<file path="src/rtl/seq_detector_param.sv">
// Parametrised serial sequence detector with overlap/non-overlap matching, a registered
// match pulse and a saturating match counter. The prefix automaton is built at elaboration.
module seq_detector_param #(
    parameter int                     PATTERN_LEN = 4,
    parameter logic [PATTERN_LEN-1:0] PATTERN     = 4'b1011,
    parameter int                     COUNT_W     = 8,
    parameter int                     STATE_W     = $clog2(PATTERN_LEN + 1)
) (
    input  logic               clk,
    input  logic               rst_n,
    input  logic               in,
    input  logic               en,
    input  logic               overlap,
    input  logic               clear,
    output logic               match,
    output logic [STATE_W-1:0] state,
    output logic [COUNT_W-1:0] match_count,
    output logic               count_sat
);

    localparam int TAB_SIZE = 2 ** STATE_W;

    // Character i of the pattern in stream order (the MSB arrives first).
    function automatic int pat_char(input int i);
        return int'(PATTERN[PATTERN_LEN-1-i]);
    endfunction

    // Longest pattern prefix that is a suffix of (prefix of length b) followed by bit_val.
    function automatic int calc_next(input int b, input int bit_val);
        int   best;
        int   j;
        int   c;
        logic ok;
        best = 0;
        for (int k = 1; k <= PATTERN_LEN; k++) begin
            if (k <= b + 1) begin
                ok = 1'b1;
                for (int i = 0; i < PATTERN_LEN; i++) begin
                    if (i < k) begin
                        j = b + 1 - k + i;
                        c = (j < b) ? pat_char(j) : bit_val;
                        if (c != pat_char(i)) ok = 1'b0;
                    end
                end
                if (ok) best = k;
            end
        end
        return best;
    endfunction

    // Longest proper prefix of the pattern that is also a suffix of it.
    function automatic int calc_fail_full();
        int   best;
        logic ok;
        best = 0;
        for (int k = 1; k < PATTERN_LEN; k++) begin
            ok = 1'b1;
            for (int i = 0; i < PATTERN_LEN; i++) begin
                if (i < k) begin
                    if (pat_char(i) != pat_char(PATTERN_LEN - k + i)) ok = 1'b0;
                end
            end
            if (ok) best = k;
        end
        return best;
    endfunction

    localparam logic [STATE_W-1:0] FULL      = STATE_W'(PATTERN_LEN);
    localparam logic [STATE_W-1:0] FAIL_FULL = STATE_W'(calc_fail_full());

    logic [STATE_W-1:0] next0_tab_s [TAB_SIZE];
    logic [STATE_W-1:0] next1_tab_s [TAB_SIZE];
    logic [STATE_W-1:0] state_r;
    logic [STATE_W-1:0] base_s;
    logic [STATE_W-1:0] next_s;
    logic               hit_s;
    logic               match_r;
    logic [COUNT_W-1:0] count_r;
    logic               sat_r;

    // Transition tables are constants; unused rows (beyond N-1) are tied to zero.
    for (genvar s = 0; s < TAB_SIZE; s++) begin : g_tab
        if (s < PATTERN_LEN) begin : g_row
            assign next0_tab_s[s] = STATE_W'(calc_next(s, 0));
            assign next1_tab_s[s] = STATE_W'(calc_next(s, 1));
        end else begin : g_pad
            assign next0_tab_s[s] = '0;
            assign next1_tab_s[s] = '0;
        end
    end

    // Fall back from a full match according to overlap, then advance by the incoming bit.
    always_comb begin
        base_s = state_r;
        if (state_r == FULL) begin
            if (overlap) begin
                base_s = FAIL_FULL;
            end else begin
                base_s = '0;
            end
        end else begin
            base_s = state_r;
        end
        if (in) begin
            next_s = next1_tab_s[base_s];
        end else begin
            next_s = next0_tab_s[base_s];
        end
        hit_s = (next_s == FULL);
    end

    // State, match pulse and saturating counter; clear outranks an accepted bit.
    always_ff @(posedge clk or negedge rst_n) begin
        if (!rst_n) begin
            state_r <= '0;
            match_r <= 1'b0;
            count_r <= '0;
            sat_r   <= 1'b0;
        end else if (clear) begin
            state_r <= '0;
            match_r <= 1'b0;
            count_r <= '0;
            sat_r   <= 1'b0;
        end else if (en) begin
            state_r <= next_s;
            match_r <= hit_s;
            if (hit_s) begin
                if (&count_r) begin
                    sat_r <= 1'b1;
                end else begin
                    count_r <= count_r + COUNT_W'(1);
                end
            end
        end else begin
            match_r <= 1'b0;
        end
    end

    assign match       = match_r;
    assign state       = state_r;
    assign match_count = count_r;
    assign count_sat   = sat_r;

endmodule

</file>
<file path="config.mk">
export PLATFORM = sky130hd
export DESIGN_NAME = seq_detector_param
export DESIGN_NICKNAME = d
export VERILOG_FILES = /design/src/rtl/seq_detector_param.sv
export SDC_FILE = /design/constraint.sdc
export NUM_CORES = 1
export LEC_CHECK = 0
export ABC_CLOCK_PERIOD_IN_PS = 3000
export CAP_MARGIN = 0
export CORE_MARGIN = 2
export CORE_UTILIZATION = 48
export CTS_CLUSTER_SIZE = 24
export DETAILED_ROUTE_END_ITERATION = 8
export GPL_ROUTABILITY_DRIVEN = 0
export GPL_TIMING_DRIVEN = 0
export PLACE_DENSITY = 0.8
export SLEW_MARGIN = 20
export SYNTH_ARGS = -nofsm -noshare
export SYNTH_HDL_FRONTEND = slang
export SYNTH_SLANG_ARGS = --single-unit
</file>
<file path="constraint.sdc">
create_clock -name clk -period 3 [get_ports clk]
set_clock_uncertainty 0.1 [all_clocks]
set_input_delay 0.3 -clock clk [delete_from_list [all_inputs] [get_ports clk]]
set_output_delay 0.3 -clock clk [all_outputs]
set_load 0.1 [all_outputs]
</file>
==> results of run 1 <==
==> cells by family after synthesis <==
family                   Yosys count  share of synthesized area
AO/OA/AOI/OAI                     19                      0.174
XOR/XNOR                           1                     0.0129
adder cells (fa/ha/maj)            1                     0.0185
buffers and inverters              4                     0.0480
flip-flops                        13                      0.481
multiplexers                       1                     0.0148
AND/OR/NAND/NOR                   31                      0.251
==> sequential cells by signal, summed over array words and instances (netlist names) <==
name and flops:
count_sat 1, match 1, match_count 8, state 3
==> area by class of cell <==
| class | count | area [µm²] |
|---|---|---|
| timing repair buffer | 17 | 170 |
| clock buffer | 4 | 26.3 |
| multi-input combinational | 53 | 319 |
| tap | 15 | 18.8 |
| inverter | 1 | 3.75 |
| buffer | 3 | 28.8 |
| fill | 125 | 409 |
| sequential | 13 | 325 |
==> cells in the final DEF, fill, tap and decap left out <==
| cell type | instances |
|---|---|
| sky130_fd_sc_hd__a211oi_1 | 2 |
| sky130_fd_sc_hd__a21oi_1 | 10 |
| sky130_fd_sc_hd__and3b_1 | 1 |
| sky130_fd_sc_hd__buf_6 | 1 |
| sky130_fd_sc_hd__clkbuf_1 | 1 |
| sky130_fd_sc_hd__clkbuf_2 | 1 |
| sky130_fd_sc_hd__clkbuf_4 | 3 |
| sky130_fd_sc_hd__clkdlybuf4s50_1 | 17 |
| sky130_fd_sc_hd__dfrtp_1 | 13 |
| sky130_fd_sc_hd__dlymetal6s2s_1 | 1 |
| sky130_fd_sc_hd__ha_1 | 1 |
| sky130_fd_sc_hd__inv_1 | 1 |
| sky130_fd_sc_hd__mux2i_1 | 1 |
| sky130_fd_sc_hd__nand2_1 | 3 |
| sky130_fd_sc_hd__nand2b_1 | 1 |
| sky130_fd_sc_hd__nand3_1 | 5 |
| sky130_fd_sc_hd__nand3b_1 | 1 |
| sky130_fd_sc_hd__nand4_1 | 1 |
| sky130_fd_sc_hd__nand4bb_1 | 1 |
| sky130_fd_sc_hd__nor2_1 | 9 |
| sky130_fd_sc_hd__nor2b_1 | 1 |
| sky130_fd_sc_hd__nor4_1 | 2 |
| sky130_fd_sc_hd__o2111ai_2 | 1 |
| sky130_fd_sc_hd__o211ai_1 | 1 |
| sky130_fd_sc_hd__o21ai_0 | 3 |
| sky130_fd_sc_hd__o31ai_1 | 2 |
| sky130_fd_sc_hd__or2b_1 | 1 |
| sky130_fd_sc_hd__or3_1 | 3 |
| sky130_fd_sc_hd__or4_1 | 2 |
| sky130_fd_sc_hd__xor2_1 | 1 |
==> power groups by stage <==
stage	clock [mW]	combinational (mW)	sequential (mW)
detailed placement	0	0.0384	0.183
floorplan	0	0.0103	0.196
global placement	0	0.0380	0.183
finish	0.110	0.0381	0.180
global route	0.122	0.0407	0.180
CTS	0.113	0.0385	0.180
==> through the flow <==
step	cells	total power [mW]
detailed placement	102	0.222
global placement	102	0.221
CTS	106	0.331
floorplan	70	0.206
finish	106	0.327
global route	106	0.343
==> routing by layer <==
| metal | track usage | share of wire | vias to the layer above |
|---|---|---|---|
| met5 | 0 | 0 | - |
| met4 | 0.0968 | 0.0079 | 0 |
| met3 | 0.0522 | 0.020 | 2 |
| met2 | 0.269 | 0.47 | 8 |
| met1 | 0.244 | 0.50 | 289 |
| li1 | - | - | 304 |
==> worst max path at each step <==
stage | depth (start not counted) | start | endpoint
global placement | 1 | state[0] | state[0]
CTS | 1 | state[0] | state[0]
finish | 1 | state[0] | state[0]
global route | 1 | state[0] | state[0]
floorplan | 6 | match_count[0] | match_count[3]
detailed placement | 6 | in | match_count[4]
==> summary.md, run 1 <==
• number of cells upsized or downsized after cts: 0
• deepest clock path buffer count: 2
• Num CTS Buffers: 3
• Max H-tree Level: 1
• logic gate share of total power: 0.116
• final-report setup violation count: 0
• data arrival time of the critical path: 1930 ps
• syn nets: 77
• PortBufs: 17
• post-route cell area: 892 µm²
• endpoint of the worst register-to-register path: match_count[4]
• CP cell instances: clkdlybuf4s50_1
• count of flip-flops with a built-in enable after synthesis: 0
• DR vias/cell: 5.69
• Worst Hold Launch: en
• average wire per cell in the routed design: 13.2 µm
• worst slew margin relative to its limit: 0.353
• Hold Path Sink: state[1]
• pin slew with the least headroom to its limit: 968 ps
• Post-synth top cells: sky130_fd_sc_hd__dfrtp_1, sky130_fd_sc_hd__a21oi_1, sky130_fd_sc_hd__nor2_1
• result of the run: completed
• detailed router's first-iteration violation count: 7
• slowest CP cell: sky130_fd_sc_hd__clkdlybuf4s50_1
• areal power density over the cells: 367 nW/µm²
• All-Layer GR Usage: 0.183
• core occupancy in the finished layout: 0.686
• number of top-level pins: 19
• setup repair bufs after CTS: 0
• insertion delay to the later sink of the worst-skew pair: 270 ps
• Seq/Total Area, Yosys: 0.481
• global-route wire length before repair: 2410 µm
• Net Sw Frac: 0.264
• count of yosys warnings during synthesis: 0
• antenna violations before repair: 0
• area of the die: 1730 µm²
• worst path buffer plus inverter count: 1
• critical path class: reg2out
• Max FO, Critical Path: 8
• worst hold path type: in2reg
• most instantiated library cell after synthesis: sky130_fd_sc_hd__dfrtp_1
• count of nets after finishing: 99
• share of the synthesized area in the top cell type: 0.481
• iteration count of the initial detailed-routing pass: 4
• CP Launch Type: flop
• Die Ht: 41.6 µm
• logic depth of the worst register-to-register path: 6
• Clk pin slew, worst setup/hold paths: 80 ps
• share of flip-flops with an asynchronous set or reset: 1.00
• Layout area overhead: 31.8%
• RSZ-0062 raised after global routing: false
• highest cell delay on the worst timing path: 1180 ps
• CTS tree: built
• endpoint type of the worst setup path: output pin
• Rows: 13
• min setup slack post-route: 672 ps
• Post-Syn Area: 677 µm²
• clk sink count: 13
• Post-Place Cell Area: 866 µm²
• number of global-route vias before repair: 546
• leading cell types by total area after synthesis: sky130_fd_sc_hd__dfrtp_1, sky130_fd_sc_hd__a21oi_1, sky130_fd_sc_hd__nor2_1
• sum of overflow across all layers after global routing: 0
• Max rail drop VDD: 0.000253 V
• Post-DRT Antenna Nets: 0
• FF-to-FF Start: match_count[0]
• register-to-register setup slack: 1190 ps
• count of unique library cells instantiated by Yosys: 27
• number of pins exceeding their max-slew limit in the final report: 0
• setup_tns: 0 ps
• Final Hold Vio Count: 0
• flops & latches, synth: 13
• switching power total: 86.6 µW
• depth of the worst hold-timing path: 2
• worst hold-check slack: 221 ps
• die width: 41.6 µm
• Period minus WS final: 2330 ps
• top achievable clock speed: 0.430 GHz
• number of vias in the routed layout: 603
• CP Data Required Time: 2600 ps
• share of layout cells above drive strength 1: 0.0659
• MaxCap Viol Count: 0
• cell accounting for the most synthesized area: sky130_fd_sc_hd__dfrtp_1
• Reg power frac: 0.549
• DRC violation count after routing: 0
• Antenna Diode Count: 0
• CP delay by family, top: buffers and inverters
• minimum setup slack after placement: 945 ps
• final critical-path share of the clock period: 0.776
• maximum number of pins on one net before global-route repair: 14
• internal power component: 241 µW
• hold-fix buffer count after cts: 0
• total leakage power: 0.355 nW
• placed wire-length estimate: 1010 µm
• Most used DFF post-synth: sky130_fd_sc_hd__dfrtp_1
• clock root buffer: sky130_fd_sc_hd__clkbuf_4
• routed wire length: 1400 µm
• Initial Utilization: 0.520
• synthesized netlist cell count: 70
• average footprint of a synthesized cell: 9.67 µm²
• Clock Power Share: 0.334
• core outline area: 1300 µm²
(Power assumes the default switching activity.)
==> run 2: changes to the inputs <==
--- a/config.mk
+++ b/config.mk
@@ -5,15 +5,15 @@
 export SDC_FILE = /design/constraint.sdc
 export NUM_CORES = 1
 export LEC_CHECK = 0
-export ABC_CLOCK_PERIOD_IN_PS = 3000
+export ABC_CLOCK_PERIOD_IN_PS = 2000
 export CAP_MARGIN = 0
 export CORE_MARGIN = 2
-export CORE_UTILIZATION = 48
+export CORE_UTILIZATION = 41
 export CTS_CLUSTER_SIZE = 24
 export DETAILED_ROUTE_END_ITERATION = 8
 export GPL_ROUTABILITY_DRIVEN = 0
 export GPL_TIMING_DRIVEN = 0
-export PLACE_DENSITY = 0.8
+export PLACE_DENSITY = 0.73
 export SLEW_MARGIN = 20
 export SYNTH_ARGS = -nofsm -noshare
 export SYNTH_HDL_FRONTEND = slang
==> constraint.sdc (replaced) <==
create_clock -name clk -period 2 [get_ports clk]
set_clock_uncertainty 0.1 [all_clocks]
set_input_delay 0.2 -clock clk [delete_from_list [all_inputs] [get_ports clk]]
set_output_delay 0.2 -clock clk [all_outputs]
set_load 0.1 [all_outputs]
==> run 2 against run 1 <==
Register-to-register slack worse by 1000 ps. Combinational power rose by 45%. Die area rose by 15%. Global-route usage is 1.0 points lower. Power increased by 49%. First-iteration DRC count shrank 43%. Cell count up 0.94%. Sequential power grew 50%. Setup slack got worse by 580 ps. Largest power group unchanged. Critical path type unchanged. Critical path depth unchanged. Clock power increased by 46%.
==> summary.md, run 2 (synthesis results as in run 1) <==
• critical path class: reg2out
• Clk pin slew, worst setup/hold paths: 80 ps
• CP Data Required Time: 1700 ps
• hold-fix buffer count after cts: 0
• areal power density over the cells: 547 nW/µm²
• RSZ-0062 raised after global routing: false
• Final Hold Vio Count: 0
• pin slew with the least headroom to its limit: 972 ps
• highest cell delay on the worst timing path: 880 ps
• worst slew margin relative to its limit: 0.354
• Largest register FFs: 8
• Antenna Diode Count: 0
• Period minus WS final: 1900 ps
• slowest CP cell: sky130_fd_sc_hd__dlygate4sd2_1
• commonest non-fill, non-tap cell in the layout: sky130_fd_sc_hd__dlygate4sd2_1
• CTS tree: built
• die width: 44.6 µm
• worst path buffer plus inverter count: 1
• clk sink count: 13
• count of nets after finishing: 99
• Max H-tree Level: 1
• average wire per cell in the routed design: 13.4 µm
• worst hold path type: in2reg
• Rows: 14
• number of top-level pins: 19
• maximum number of pins on one net before global-route repair: 14
• most frequent cells in the layout: sky130_fd_sc_hd__dlygate4sd2_1, sky130_fd_sc_hd__a21oi_1, sky130_fd_sc_hd__dfrtp_2, sky130_fd_sc_hd__nor2_1, sky130_fd_sc_hd__nand3_1
• final-report setup violation count: 0
• share of layout cells above drive strength 1: 0.187
• core outline area: 1520 µm²
• antenna violations before repair: 0
• All-Layer GR Usage: 0.173
• global-route wire length before repair: 2390 µm
• Post-DRT Antenna Nets: 0
• clock root buffer: sky130_fd_sc_hd__clkbuf_4
• core occupancy in the finished layout: 0.585
• CP delay by family, top: buffers and inverters
• sum of overflow across all layers after global routing: 0
• area of the die: 1990 µm²
• worst hold-check slack: 116 ps
• Max FO, Critical Path: 8
• number of global-route vias before repair: 556
• Max rail drop VDD: 0.000389 V
• Num CTS Buffers: 3
• top achievable clock speed: 0.525 GHz
• endpoint type of the worst setup path: output pin
• result of the run: completed
• iteration count of the initial detailed-routing pass: 4
• Die Ht: 44.6 µm
• setup_tns: 0 ps
• placed wire-length estimate: 1020 µm
• DR vias/cell: 5.61
• number of pins exceeding their max-slew limit in the final report: 0
• CP Launch Type: flop
• total leakage power: 0.402 nW
• total power after layout: 487 µW
• CP cell instances: dlygate4sd2_1
• deepest clock path buffer count: 2
• MaxCap Viol Count: 0
• setup repair bufs after CTS: 0
• Initial Utilization: 0.444
• number of vias in the routed layout: 600
• insertion delay to the later sink of the worst-skew pair: 280 ps
• DRC violation count after routing: 0
• detailed router's first-iteration violation count: 4
• post-route cell area: 891 µm²
• routed wire length: 1430 µm
• data arrival time of the critical path: 1600 ps
• Post-Place Cell Area: 880 µm²
• final critical-path share of the clock period: 0.952
• Layout area overhead: 31.6%
• PortBufs: 17
## run 2: cell count changes in the layout (fill, tap and decap cells not counted), sizes merged
cell and change:
clkdlybuf4s50 -13, dlygate4sd2 +13, clkbuf -1, clkinv +1
## run 2: layer usage
| metal | up-vias | share of wire | wire [µm] | track usage |
|---|---|---|---|---|
| met5 | - | 0 | 0 | 0 |
| met4 | 0 | 0.018 | 26 | 0.0909 |
| met3 | 4 | 0.055 | 79 | 0.0776 |
| met2 | 11 | 0.44 | 633 | 0.261 |
| met1 | 283 | 0.48 | 690 | 0.206 |
| li1 | 302 | - | - | - |
## run 2: worst reg2reg max path, stage by stage, from the launching register on
cell and delay, ps:
sky130_fd_sc_hd__dfrtp_2 440, sky130_fd_sc_hd__ha_1 250, sky130_fd_sc_hd__nand3_1 130, sky130_fd_sc_hd__o2111ai_2 150, sky130_fd_sc_hd__buf_6 180, sky130_fd_sc_hd__or3_1 340
sky130_fd_sc_hd__a21oi_1 140
## run 2: area by class of cell
type / instances / area, µm²
tap: 16 / 20.0
buffer: 3 / 28.8
fill: 148 / 633
clock inverter: 1 / 5.00
timing repair buffer: 17 / 154
clock buffer: 3 / 22.5
inverter: 1 / 3.75
sequential: 13 / 338
multi-input combinational: 53 / 319
## run 2: report_power, final
group | internal (mW) | switching, mW
Sequential | 0.266 | 0.00476
Combinational | 0.0171 | 0.0383
Clock | 0.0743 | 0.0869
## run 2: path summary, 6_finish.rpt
kind / cells after the start / startpoint / end / slack (ps)
worst max-delay path: 1 / state[0] / state[0] / 100
worst min-delay path: 2 / en / state[1] / 120
worst max register to register: 6 / match_count[0] / match_count[4] / 190
worst min register to register: 2 / count_sat / count_sat / 410
max in group asynchronous: 1 / rst_n / match_count[6] / 1200
min in group asynchronous: 1 / rst_n / match_count[0] / 180
## run 2: stage by stage
step | instances | worst slack (ps)
after floorplan | 70 | 5.17
after global placement | 103 | 88.3
after detailed placement | 103 | 58.1
after CTS | 107 | 84.9
after global routing | 107 | 38.2
final | 107 | 96.7
## run 2: timing repair
item	in CTS	in global routing
endpoints found under the setup margin	13	0
gates resized for setup	13	0
hold endpoints to repair	0	0
